[config.mk]
export PLATFORM = sky130hd
export DESIGN_NAME = iob_axi_crossbar_wr_route_flat
export DESIGN_NICKNAME = d
export VERILOG_FILES = /design/src/rtl/iob_axi_crossbar_wr_route_pkg.sv /design/src/rtl/iob_axi_crossbar_wr_route_if.sv /design/src/rtl/iob_axi_crossbar_wr_route.sv /design/src/flat_wrapper.sv
export SDC_FILE = /design/constraint.sdc
export NUM_CORES = 1
export LEC_CHECK = 0
export ABC_AREA = 1
export BUFFER_PORTS_ARGS = -buffer_cell sky130_fd_sc_hd__buf_4
export CORE_UTILIZATION = 39
export CTS_BUF_LIST = sky130_fd_sc_hd__clkbuf_2 sky130_fd_sc_hd__clkbuf_4 sky130_fd_sc_hd__clkbuf_8
export CTS_CLUSTER_SIZE = 12
export DETAILED_ROUTE_END_ITERATION = 10
export PLACE_DENSITY = 0.91
export SLEW_MARGIN = 25
export SYNTH_ARGS = -nofsm -noshare
export SYNTH_HDL_FRONTEND = slang
export SYNTH_SLANG_ARGS = --single-unit
[constraint.sdc]
create_clock -name clk -period 1.6 [get_ports clk]
set_input_delay 0 -clock clk [delete_from_list [all_inputs] [get_ports clk]]
set_output_delay 0 -clock clk [all_outputs]
set_load 0.02 [all_outputs]
[src/rtl/iob_axi_crossbar_wr_route_pkg.sv]
// Shared crossbar definitions: AXI response codes, write-route FSM states and a width helper.
package iob_axi_crossbar_wr_route_pkg;

    localparam logic [1:0] RespOkay   = 2'b00;
    localparam logic [1:0] RespDecerr = 2'b11;

    typedef enum logic [1:0] {
        StIdle  = 2'd0,
        StData  = 2'd1,
        StDrain = 2'd2,
        StResp  = 2'd3
    } wr_state_e;

    // Index width for a port count; never returns 0 so single-port builds stay legal.
    function automatic int unsigned cnt_width(input int unsigned count);
        return (count > 1) ? $clog2(count) : 1;
    endfunction

endpackage

[src/rtl/iob_axi_crossbar_wr_route_if.sv]
// Bundle of the write-command, slave W, master W and local B signals of one write-route stage.
interface iob_axi_crossbar_wr_route_if
    import iob_axi_crossbar_wr_route_pkg::*;
#(
    parameter int unsigned M_COUNT     = 4,
    parameter int unsigned DATA_WIDTH  = 32,
    parameter int unsigned STRB_WIDTH  = DATA_WIDTH / 8,
    parameter int unsigned ID_WIDTH    = 8,
    parameter int unsigned WUSER_WIDTH = 1
);
    localparam int unsigned SelWidth = cnt_width(M_COUNT);

    logic [SelWidth-1:0]    s_wc_select;
    logic                   s_wc_decerr;
    logic [ID_WIDTH-1:0]    s_wc_id;
    logic                   s_wc_valid;
    logic                   s_wc_ready;

    logic [DATA_WIDTH-1:0]  s_axi_wdata;
    logic [STRB_WIDTH-1:0]  s_axi_wstrb;
    logic                   s_axi_wlast;
    logic [WUSER_WIDTH-1:0] s_axi_wuser;
    logic                   s_axi_wvalid;
    logic                   s_axi_wready;

    logic [DATA_WIDTH-1:0]  m_axi_wdata;
    logic [STRB_WIDTH-1:0]  m_axi_wstrb;
    logic                   m_axi_wlast;
    logic [WUSER_WIDTH-1:0] m_axi_wuser;
    logic [M_COUNT-1:0]     m_axi_wvalid;
    logic [M_COUNT-1:0]     m_axi_wready;

    logic [ID_WIDTH-1:0]    m_decerr_bid;
    logic [1:0]             m_decerr_bresp;
    logic                   m_decerr_bvalid;
    logic                   m_decerr_bready;

    // Router side.
    modport slave (
        input  s_wc_select, s_wc_decerr, s_wc_id, s_wc_valid,
        output s_wc_ready,
        input  s_axi_wdata, s_axi_wstrb, s_axi_wlast, s_axi_wuser, s_axi_wvalid,
        output s_axi_wready,
        output m_axi_wdata, m_axi_wstrb, m_axi_wlast, m_axi_wuser, m_axi_wvalid,
        input  m_axi_wready,
        output m_decerr_bid, m_decerr_bresp, m_decerr_bvalid,
        input  m_decerr_bready
    );

    // Surrounding crossbar side.
    modport master (
        output s_wc_select, s_wc_decerr, s_wc_id, s_wc_valid,
        input  s_wc_ready,
        output s_axi_wdata, s_axi_wstrb, s_axi_wlast, s_axi_wuser, s_axi_wvalid,
        input  s_axi_wready,
        input  m_axi_wdata, m_axi_wstrb, m_axi_wlast, m_axi_wuser, m_axi_wvalid,
        output m_axi_wready,
        input  m_decerr_bid, m_decerr_bresp, m_decerr_bvalid,
        output m_decerr_bready
    );

endinterface

[src/rtl/iob_axi_crossbar_wr_route.sv]
// Steers each W burst to the master chosen by its write command; decode-error bursts are
// drained here and answered with a locally generated DECERR B response.
module iob_axi_crossbar_wr_route
    import iob_axi_crossbar_wr_route_pkg::*;
#(
    parameter int unsigned M_COUNT      = 4,
    parameter int unsigned DATA_WIDTH   = 32,
    parameter int unsigned STRB_WIDTH   = DATA_WIDTH / 8,
    parameter int unsigned ID_WIDTH     = 8,
    parameter int unsigned WUSER_ENABLE = 0,
    parameter int unsigned WUSER_WIDTH  = 1
) (
    input  logic                        clk,
    input  logic                        rst,
    iob_axi_crossbar_wr_route_if.slave  bus
);

    localparam int unsigned SelWidth = cnt_width(M_COUNT);

    wr_state_e             state_q, state_d;
    logic [SelWidth-1:0]   select_q, select_d;
    logic [ID_WIDTH-1:0]   id_q, id_d;
    logic [ID_WIDTH-1:0]   bid_q, bid_d;
    logic                  bvalid_q, bvalid_d;

    logic [M_COUNT-1:0]    sel_onehot;
    logic                  sel_wready;
    logic [M_COUNT-1:0]    w_valid;
    logic                  w_ready;

    // An out-of-range select matches no bit, so it routes nowhere and never grants ready.
    always_comb begin
        sel_onehot = '0;
        sel_wready = 1'b0;
        for (int i = 0; i < int'(M_COUNT); i++) begin
            if (int'(select_q) == i) begin
                sel_onehot[i] = 1'b1;
                sel_wready    = bus.m_axi_wready[i];
            end
        end
    end

    always_comb begin
        state_d  = state_q;
        select_d = select_q;
        id_d     = id_q;
        bid_d    = bid_q;
        bvalid_d = bvalid_q;
        w_valid  = '0;
        w_ready  = 1'b0;

        unique case (state_q)
            StIdle: begin
                if (bus.s_wc_valid) begin
                    select_d = bus.s_wc_select;
                    id_d     = bus.s_wc_id;
                    state_d  = bus.s_wc_decerr ? StDrain : StData;
                end
            end
            StData: begin
                // wvalid is derived from the slave valid only, never from master ready.
                w_valid = bus.s_axi_wvalid ? sel_onehot : '0;
                w_ready = sel_wready;
                if (bus.s_axi_wvalid && sel_wready && bus.s_axi_wlast) begin
                    state_d = StIdle;
                end
            end
            StDrain: begin
                w_ready = 1'b1;
                if (bus.s_axi_wvalid && bus.s_axi_wlast) begin
                    bvalid_d = 1'b1;
                    bid_d    = id_q;
                    state_d  = StResp;
                end
            end
            StResp: begin
                if (bus.m_decerr_bready) begin
                    bvalid_d = 1'b0;
                    state_d  = StIdle;
                end
            end
            default: state_d = StIdle;
        endcase
    end

    always_ff @(posedge clk) begin
        if (rst) begin
            state_q  <= StIdle;
            select_q <= '0;
            id_q     <= '0;
            bid_q    <= '0;
            bvalid_q <= 1'b0;
        end else begin
            state_q  <= state_d;
            select_q <= select_d;
            id_q     <= id_d;
            bid_q    <= bid_d;
            bvalid_q <= bvalid_d;
        end
    end

    assign bus.s_wc_ready      = (state_q == StIdle);
    assign bus.s_axi_wready    = w_ready;
    assign bus.m_axi_wvalid    = w_valid;
    assign bus.m_axi_wdata     = bus.s_axi_wdata;
    assign bus.m_axi_wstrb     = bus.s_axi_wstrb;
    assign bus.m_axi_wlast     = bus.s_axi_wlast;
    assign bus.m_decerr_bid    = bid_q;
    assign bus.m_decerr_bresp  = RespDecerr;
    assign bus.m_decerr_bvalid = bvalid_q;

    if (WUSER_ENABLE != 0) begin : g_wuser
        assign bus.m_axi_wuser = bus.s_axi_wuser;
    end else begin : g_no_wuser
        logic unused_wuser;
        assign unused_wuser    = ^bus.s_axi_wuser;
        assign bus.m_axi_wuser = '0;
    end

endmodule

[src/flat_wrapper.sv]
// flat-port wrapper written by rule: the top's interface ports become plain ports
module iob_axi_crossbar_wr_route_flat import iob_axi_crossbar_wr_route_pkg::*;
#(
    parameter int unsigned M_COUNT      = 4,
    parameter int unsigned DATA_WIDTH   = 32,
    parameter int unsigned STRB_WIDTH   = DATA_WIDTH / 8,
    parameter int unsigned ID_WIDTH     = 8,
    parameter int unsigned WUSER_ENABLE = 0,
    parameter int unsigned WUSER_WIDTH  = 1
)
  (clk, rst, bus_s_wc_select, bus_s_wc_decerr, bus_s_wc_id, bus_s_wc_valid, bus_s_wc_ready, bus_s_axi_wdata, bus_s_axi_wstrb, bus_s_axi_wlast, bus_s_axi_wuser, bus_s_axi_wvalid, bus_s_axi_wready, bus_m_axi_wdata, bus_m_axi_wstrb, bus_m_axi_wlast, bus_m_axi_wuser, bus_m_axi_wvalid, bus_m_axi_wready, bus_m_decerr_bid, bus_m_decerr_bresp, bus_m_decerr_bvalid, bus_m_decerr_bready);
  iob_axi_crossbar_wr_route_if #(.M_COUNT(M_COUNT), .DATA_WIDTH(DATA_WIDTH), .STRB_WIDTH(STRB_WIDTH), .ID_WIDTH(ID_WIDTH), .WUSER_WIDTH(WUSER_WIDTH)) bus_i ();
  input  logic clk;
  input  logic rst;
  input wire logic [$bits(bus_i.s_wc_select)-1:0] bus_s_wc_select;
  input wire logic [$bits(bus_i.s_wc_decerr)-1:0] bus_s_wc_decerr;
  input wire logic [$bits(bus_i.s_wc_id)-1:0] bus_s_wc_id;
  input wire logic [$bits(bus_i.s_wc_valid)-1:0] bus_s_wc_valid;
  output wire logic [$bits(bus_i.s_wc_ready)-1:0] bus_s_wc_ready;
  input wire logic [$bits(bus_i.s_axi_wdata)-1:0] bus_s_axi_wdata;
  input wire logic [$bits(bus_i.s_axi_wstrb)-1:0] bus_s_axi_wstrb;
  input wire logic [$bits(bus_i.s_axi_wlast)-1:0] bus_s_axi_wlast;
  input wire logic [$bits(bus_i.s_axi_wuser)-1:0] bus_s_axi_wuser;
  input wire logic [$bits(bus_i.s_axi_wvalid)-1:0] bus_s_axi_wvalid;
  output wire logic [$bits(bus_i.s_axi_wready)-1:0] bus_s_axi_wready;
  output wire logic [$bits(bus_i.m_axi_wdata)-1:0] bus_m_axi_wdata;
  output wire logic [$bits(bus_i.m_axi_wstrb)-1:0] bus_m_axi_wstrb;
  output wire logic [$bits(bus_i.m_axi_wlast)-1:0] bus_m_axi_wlast;
  output wire logic [$bits(bus_i.m_axi_wuser)-1:0] bus_m_axi_wuser;
  output wire logic [$bits(bus_i.m_axi_wvalid)-1:0] bus_m_axi_wvalid;
  input wire logic [$bits(bus_i.m_axi_wready)-1:0] bus_m_axi_wready;
  output wire logic [$bits(bus_i.m_decerr_bid)-1:0] bus_m_decerr_bid;
  output wire logic [$bits(bus_i.m_decerr_bresp)-1:0] bus_m_decerr_bresp;
  output wire logic [$bits(bus_i.m_decerr_bvalid)-1:0] bus_m_decerr_bvalid;
  input wire logic [$bits(bus_i.m_decerr_bready)-1:0] bus_m_decerr_bready;
  assign bus_i.s_wc_select = bus_s_wc_select;
  assign bus_i.s_wc_decerr = bus_s_wc_decerr;
  assign bus_i.s_wc_id = bus_s_wc_id;
  assign bus_i.s_wc_valid = bus_s_wc_valid;
  assign bus_s_wc_ready = bus_i.s_wc_ready;
  assign bus_i.s_axi_wdata = bus_s_axi_wdata;
  assign bus_i.s_axi_wstrb = bus_s_axi_wstrb;
  assign bus_i.s_axi_wlast = bus_s_axi_wlast;
  assign bus_i.s_axi_wuser = bus_s_axi_wuser;
  assign bus_i.s_axi_wvalid = bus_s_axi_wvalid;
  assign bus_s_axi_wready = bus_i.s_axi_wready;
  assign bus_m_axi_wdata = bus_i.m_axi_wdata;
  assign bus_m_axi_wstrb = bus_i.m_axi_wstrb;
  assign bus_m_axi_wlast = bus_i.m_axi_wlast;
  assign bus_m_axi_wuser = bus_i.m_axi_wuser;
  assign bus_m_axi_wvalid = bus_i.m_axi_wvalid;
  assign bus_i.m_axi_wready = bus_m_axi_wready;
  assign bus_m_decerr_bid = bus_i.m_decerr_bid;
  assign bus_m_decerr_bresp = bus_i.m_decerr_bresp;
  assign bus_m_decerr_bvalid = bus_i.m_decerr_bvalid;
  assign bus_i.m_decerr_bready = bus_m_decerr_bready;
  iob_axi_crossbar_wr_route #(.M_COUNT(M_COUNT), .DATA_WIDTH(DATA_WIDTH), .STRB_WIDTH(STRB_WIDTH), .ID_WIDTH(ID_WIDTH), .WUSER_ENABLE(WUSER_ENABLE), .WUSER_WIDTH(WUSER_WIDTH)) u_core (.clk(clk), .rst(rst), .bus(bus_i));
endmodule
# == Word level (Yosys, flattened, before mapping) ==
# Index checks and enable logic that the tools add are counted.
# totals
regBits,21
input_bits,58
word_cells,45
# classes
n_eq_ne,10
mux,20
reduce_logical,10
# ops
op,count
$mux 1,10
$mux 2,5
$eq 2x2->1 const B,4
$mux 4,2
$pmux 2 s4,1
$eq 2x1->1 const B,2
$logic_not 2->1,2
$ne 2x1->1 const B,2
$ne 2x2->1 const B,2
$pmux 1 s2,2
$reduce_and 2->1,2
$reduce_and 4->1,1
$logic_and 1x1->1,3
$reduce_and 3->1,1
$reduce_bool 2->1,1

# == Longest topological paths before layout ==
# depth
depth_word,9
mapped_depth,9

# == Worst setup path after synthesis ==
# No wires, ideal clock.
# synth_path
path_kind,flip-flop to flip-flop
startpoint,reg u_core.state_q[0]
endpoint,reg u_core.state_q[0]
setup_ps,115
arrival_ps,1302
required_ps,1485
setup_slack_ps,184
path_stages_with_launch,8
cell_sequence,dfxtp_1 inv_1 ha_1 inv_2 nor2_1 nor2_8 a21oi_1 nor2_1
# synth_via
elab_chain_cells,3
# synth_rtl
element,line_no,source
start: declaration,iob_axi_crossbar_wr_route.sv:20,"wr_state_e state_q, state_d;"
start signal: assignment,iob_axi_crossbar_wr_route.sv:88,state_q <= StIdle;
start signal: assignment,iob_axi_crossbar_wr_route.sv:94,state_q <= state_d;
$logic_not 2->1 (*),n/a,
named net bus_s_wc_ready,flat_wrapper.sv:19,output wire logic [$bits(bus_i.s_wc_ready)-1:0] bus_s_wc_ready;
$ne 2x2->1 (no source line),n/a,
$reduce_and 4->1 (no source line),n/a,
# Mark *: on every way through the listed nets, which the timed path passes. The rest lies on a longest branch.
# A chain may end at the register's enable or synchronous reset.

# == Worst setup path after layout ==
# layout_path
startpoint,reg u_core.select_q[0]
endpoint,out bus_s_axi_wready
# layout_via
elab_chain_cells,6
# layout_rtl
element,line_no,source
start: declaration,iob_axi_crossbar_wr_route.sv:21,"logic [SelWidth-1:0] select_q, select_d;"
start signal: assignment,iob_axi_crossbar_wr_route.sv:95,select_q <= select_d;
$logic_not 2->1,iob_axi_crossbar_wr_route.sv:36,if (int'(select_q) == i) begin
$mux 1 (3 in a row),iob_axi_crossbar_wr_route.sv:36,
$mux 1 (*),iob_axi_crossbar_wr_route.sv:36,
$pmux 1 s2 (*),iob_axi_crossbar_wr_route.sv:52,unique case (state_q)
end: declaration,flat_wrapper.sv:25,output wire logic [$bits(bus_i.s_axi_wready)-1:0] bus_s_axi_wready;
# Mark *: on every way between the ends. The rest lies on a longest branch, timed or not.

==> impl_metrics.toml <==
[status]
status = "complete, no violations"

[cts]
tritoncts = "built"
cts-root-to-sink-buffers = 2
clock-root-buffer = "sky130_fd_sc_hd__clkbuf_4"
post_cts.repair.setup_buffers = 0
number_of_buffers_created_by_cts = 3
cts.reportedPaths.clkPinSlew_ns = 0.12
clkLatencyLatePin_ns = 0.29
ctsHtreeMaxLevel = 1
cts.sink_count = 21

[floorplanning]
die-width_um = 59.07
fp.dieArea_um2 = 3489
placement_rows = 20
dieHeight_um = 59.07
initial_standard_cell_utilization_of_the_core_pct = 41.26
num_io_pins = 113
coreArea_um2 = 3078

[worst_setup_path]
critical_path.slowest_cell = "sky130_fd_sc_hd__dfxtp_1"
timing.reg2reg.worst_path_depth = 7
critPathMostFrequentCell = "sky130_fd_sc_hd__nand2_1"
crit_required_ns = 1.60
type_of_the_worst_setup_path = "register to output port"
critical_path.reg2reg.startpoint = "u_core.state_q[0]"
cp_cell_sequence = "inv_1 > nand3_1 > nand2_1 > nor2_2 > nand2_1 > a21boi_1 > buf_4"
worst-endpoint-arrival_ns = 1.46
rr_endpoint = "u_core.state_q[0]"
critical_path.startpoint_type = "register"
max_stage_delay_ns = 0.44
timing.critical_path.to_type = "output port"
worst-path-buf-inv = 2
cell_class_contributing_the_biggest_share_of_worst_path_delay = "flip-flops"
critical_path_peak_fanout = 6
ff2ff_setup_slack_ns = 0.16

[sta]
grt_setup_unrepaired = "no"
final.period_utilization_pct = 91.34
final_period_minus_worst_setup_slack_ns = 1.461
drv_slew = 0
worst_slew_pin_slew_ns = 0.5329
tns_setup_ns = 0
worst_clock_skew_ns = 0.002619
report.final.setup_viol = 0
max_freq_mhz = 684.3
timing.max_slew.rel_slack_pct = 64.44
finalHoldViolCount = 0

[detailed_routing]
wl_per_cell_um = 10.80
drt-vias-per-instance = 4.409
route.final.wire_length_mm = 2.483
drcViolationCount = 0
route.antenna.remaining_nets = 0
vias = 1014
detailedRoute.firstPassIterationCount = 3
drt-initial-drc-count = 29

[hold_path]
min_from = "bus_s_axi_wdata[30]"
holdPathEnd = "bus_m_axi_wdata[30]"
worstHoldPathType = "primary input to output port"
holdPathStages = 0

[global_routing]
grt_pass1_wl_mm = 3.905
grt.total_usage_pct = 14.44
number_of_antenna_violations_at_the_first_check_in_global_routing = 0
global_route.overflow_total = 0
grt_pass1_vias = 945
grt_start_max_net_pins = 22

[yosys]
synth_cell_types = 23
synthTopCellsByArea = "sky130_fd_sc_hd__dfxtp_1, sky130_fd_sc_hd__buf_4, sky130_fd_sc_hd__nor2_1"
netlist_area_before_placement_um2 = 1270
syn-mean-instance-area_um2 = 7.216
post-synth-top-area-fraction_pct = 33.10
ys.warnings.count = 0
ys_ff_latch = 21
synth.yosys.seq_area_share_pct = 33.10
netlist.top_cell.by_area = "sky130_fd_sc_hd__dfxtp_1"
postSynthCellCount = 176

[layout]
syn2layout_area_growth_pct = 13.01
num_antenna_cells = 0
final.fill_count = 292
num-nets-final = 249
drive_above_1_share_pct = 29.03
final_area_um2 = 1435

[place]
place_area_um2 = 1301
io_port_bufs = 36
routabilityCongestion = 0.7788
hpwl_mm = 1.734

[power_and_ir_drop]
leakage_nw = 0.6989
power_density_nw_per_um2 = 1360
vdd_drop_max_v = 0.0006946

[flow_run]
cap_viol_max_count = 0
==> registers in the layout, summed over array words and instances (netlist names) <==
| signal | flops |
|---|---|
| u_core.bus.m_decerr_bvalid | 1 |
| u_core.id_q | 8 |
| u_core.state_q | 2 |
| u_core.select_q | 2 |
| u_core.bus.m_decerr_bid | 8 |
==> per-layer routing <==
| metal | share of wire [%] | global-route usage [%] | wire length [µm] | vias to the layer above |
|---|---|---|---|---|
| met2 | 49 | 23.54 | 1215 | 26 |
| met3 | 6.5 | 4.148 | 161 | 8 |
| met4 | 2.4 | 8.844 | 59 | 0 |
| met1 | 42 | 16.69 | 1046 | 456 |
| met5 | 0 | 0 | 0 | - |
| li1 | - | - | - | 524 |
==> worst register-to-register path: cells and delay by family (launching register included) <==
kind	cells	cell delay, ns
fa+ha+maj	1	0.27
flops	1	0.36
simple gates	3	0.42
buf+inv	2	0.15
compound gates	1	0.16
==> through the flow <==
| stage | total power, mW | hold WS, ns | utilization [%] | worst slack [ns] | instances |
|---|---|---|---|---|---|
| finish | 1.952 | 0.000008815 | 46.63 | 0.1386 | 230 |
| global route | 2.096 | 0.00002924 | 46.63 | 0.02400 | 230 |
| CTS | 1.945 | 0.0001367 | 46.42 | 0.1096 | 230 |
| detailed placement | 1.678 | 0.0001367 | 42.28 | 0.1258 | 216 |
| global placement | 1.643 | 0.0001367 | 42.28 | 0.1773 | 216 |
| floorplan | 1.539 | 0.1126 | - | 0.1835 | 177 |
==> synth_stat cells (all sizes together) <==
cell type,number
inv,14
dfxtp,21
nor2,41
nand2,11
o21ai,20
a21oi,6
clkinv,2
nand3,5
conb,2
ha,4
buf,41
clkbuf,2
nor3,4
or2,1
o21bai,1
a21boi,1
==> logic make-up after synthesis <==
family	count (synthesis)	share of synthesized area (%)
adder cells (fa/ha/maj)	4	3.941
other	2	0.5914
buffers and inverters	59	29.36
flip-flops	21	33.10
AO/OA/AOI/OAI	28	11.72
AND/OR/NAND/NOR	62	21.28
==> power by group <==
| part | total, mW | switching, mW | internal (mW) |
|---|---|---|---|
| Combinational | 0.968 | 0.571 | 0.396 |
| Clock | 0.252 | 0.159 | 0.0929 |
| Sequential | 0.732 | 0.0870 | 0.645 |
| Total | 1.95 | 0.818 | 1.13 |
==> layout make-up <==
| type | instances | area (µm²) | share of cell area [%] |
|---|---|---|---|
| sequential | 21 | 420.4 | 29.29 |
| clock inverter | 1 | 5.005 | 0.3487 |
| tap | 44 | 55.05 | 3.836 |
| clock buffer | 3 | 22.52 | 1.569 |
| timing repair buffer | 48 | 385.4 | 26.85 |
| multi-input combinational | 97 | 483.0 | 33.65 |
| inverter | 16 | 63.81 | 4.446 |
==> placed cells by master (no fill, tap or decap), types with 3 or more instances in the layout <==
cell,Yosys,routed
sky130_fd_sc_hd__a21oi_1,6,6
sky130_fd_sc_hd__buf_4,40,38
sky130_fd_sc_hd__clkbuf_4,0,3
sky130_fd_sc_hd__conb_1,2,3
sky130_fd_sc_hd__dfxtp_1,21,21
sky130_fd_sc_hd__dlygate4sd3_1,0,10
sky130_fd_sc_hd__ha_1,4,4
sky130_fd_sc_hd__inv_1,9,9
sky130_fd_sc_hd__inv_2,5,5
sky130_fd_sc_hd__nand2_1,10,9
sky130_fd_sc_hd__nand3_1,5,5
sky130_fd_sc_hd__nor2_1,38,38
sky130_fd_sc_hd__nor3_1,4,4
sky130_fd_sc_hd__o21ai_0,10,10
sky130_fd_sc_hd__o21ai_1,9,9
==> how the worst max path moves through the flow <==
| stage | endpoint | cells after the start | start |
|---|---|---|---|
| CTS | u_core.id_q[3] | 6 | u_core.state_q[0] |
| floorplan | u_core.state_q[0] | 7 | u_core.state_q[0] |
| global placement | u_core.id_q[6] | 6 | u_core.state_q[0] |
| global route | bus_s_axi_wready | 7 | u_core.select_q[0] |
| finish | bus_s_axi_wready | 7 | u_core.select_q[0] |
| detailed placement | u_core.id_q[3] | 6 | u_core.state_q[0] |
==> timing repair <==
action,4_1_cts,5_1_grt
hold buffers,10,0
endpoints found under the hold margin,10,0
resized for setup,0,2
setup endpoints to repair,0,1
No activity file was read; power rests on OpenSTA's default activity.
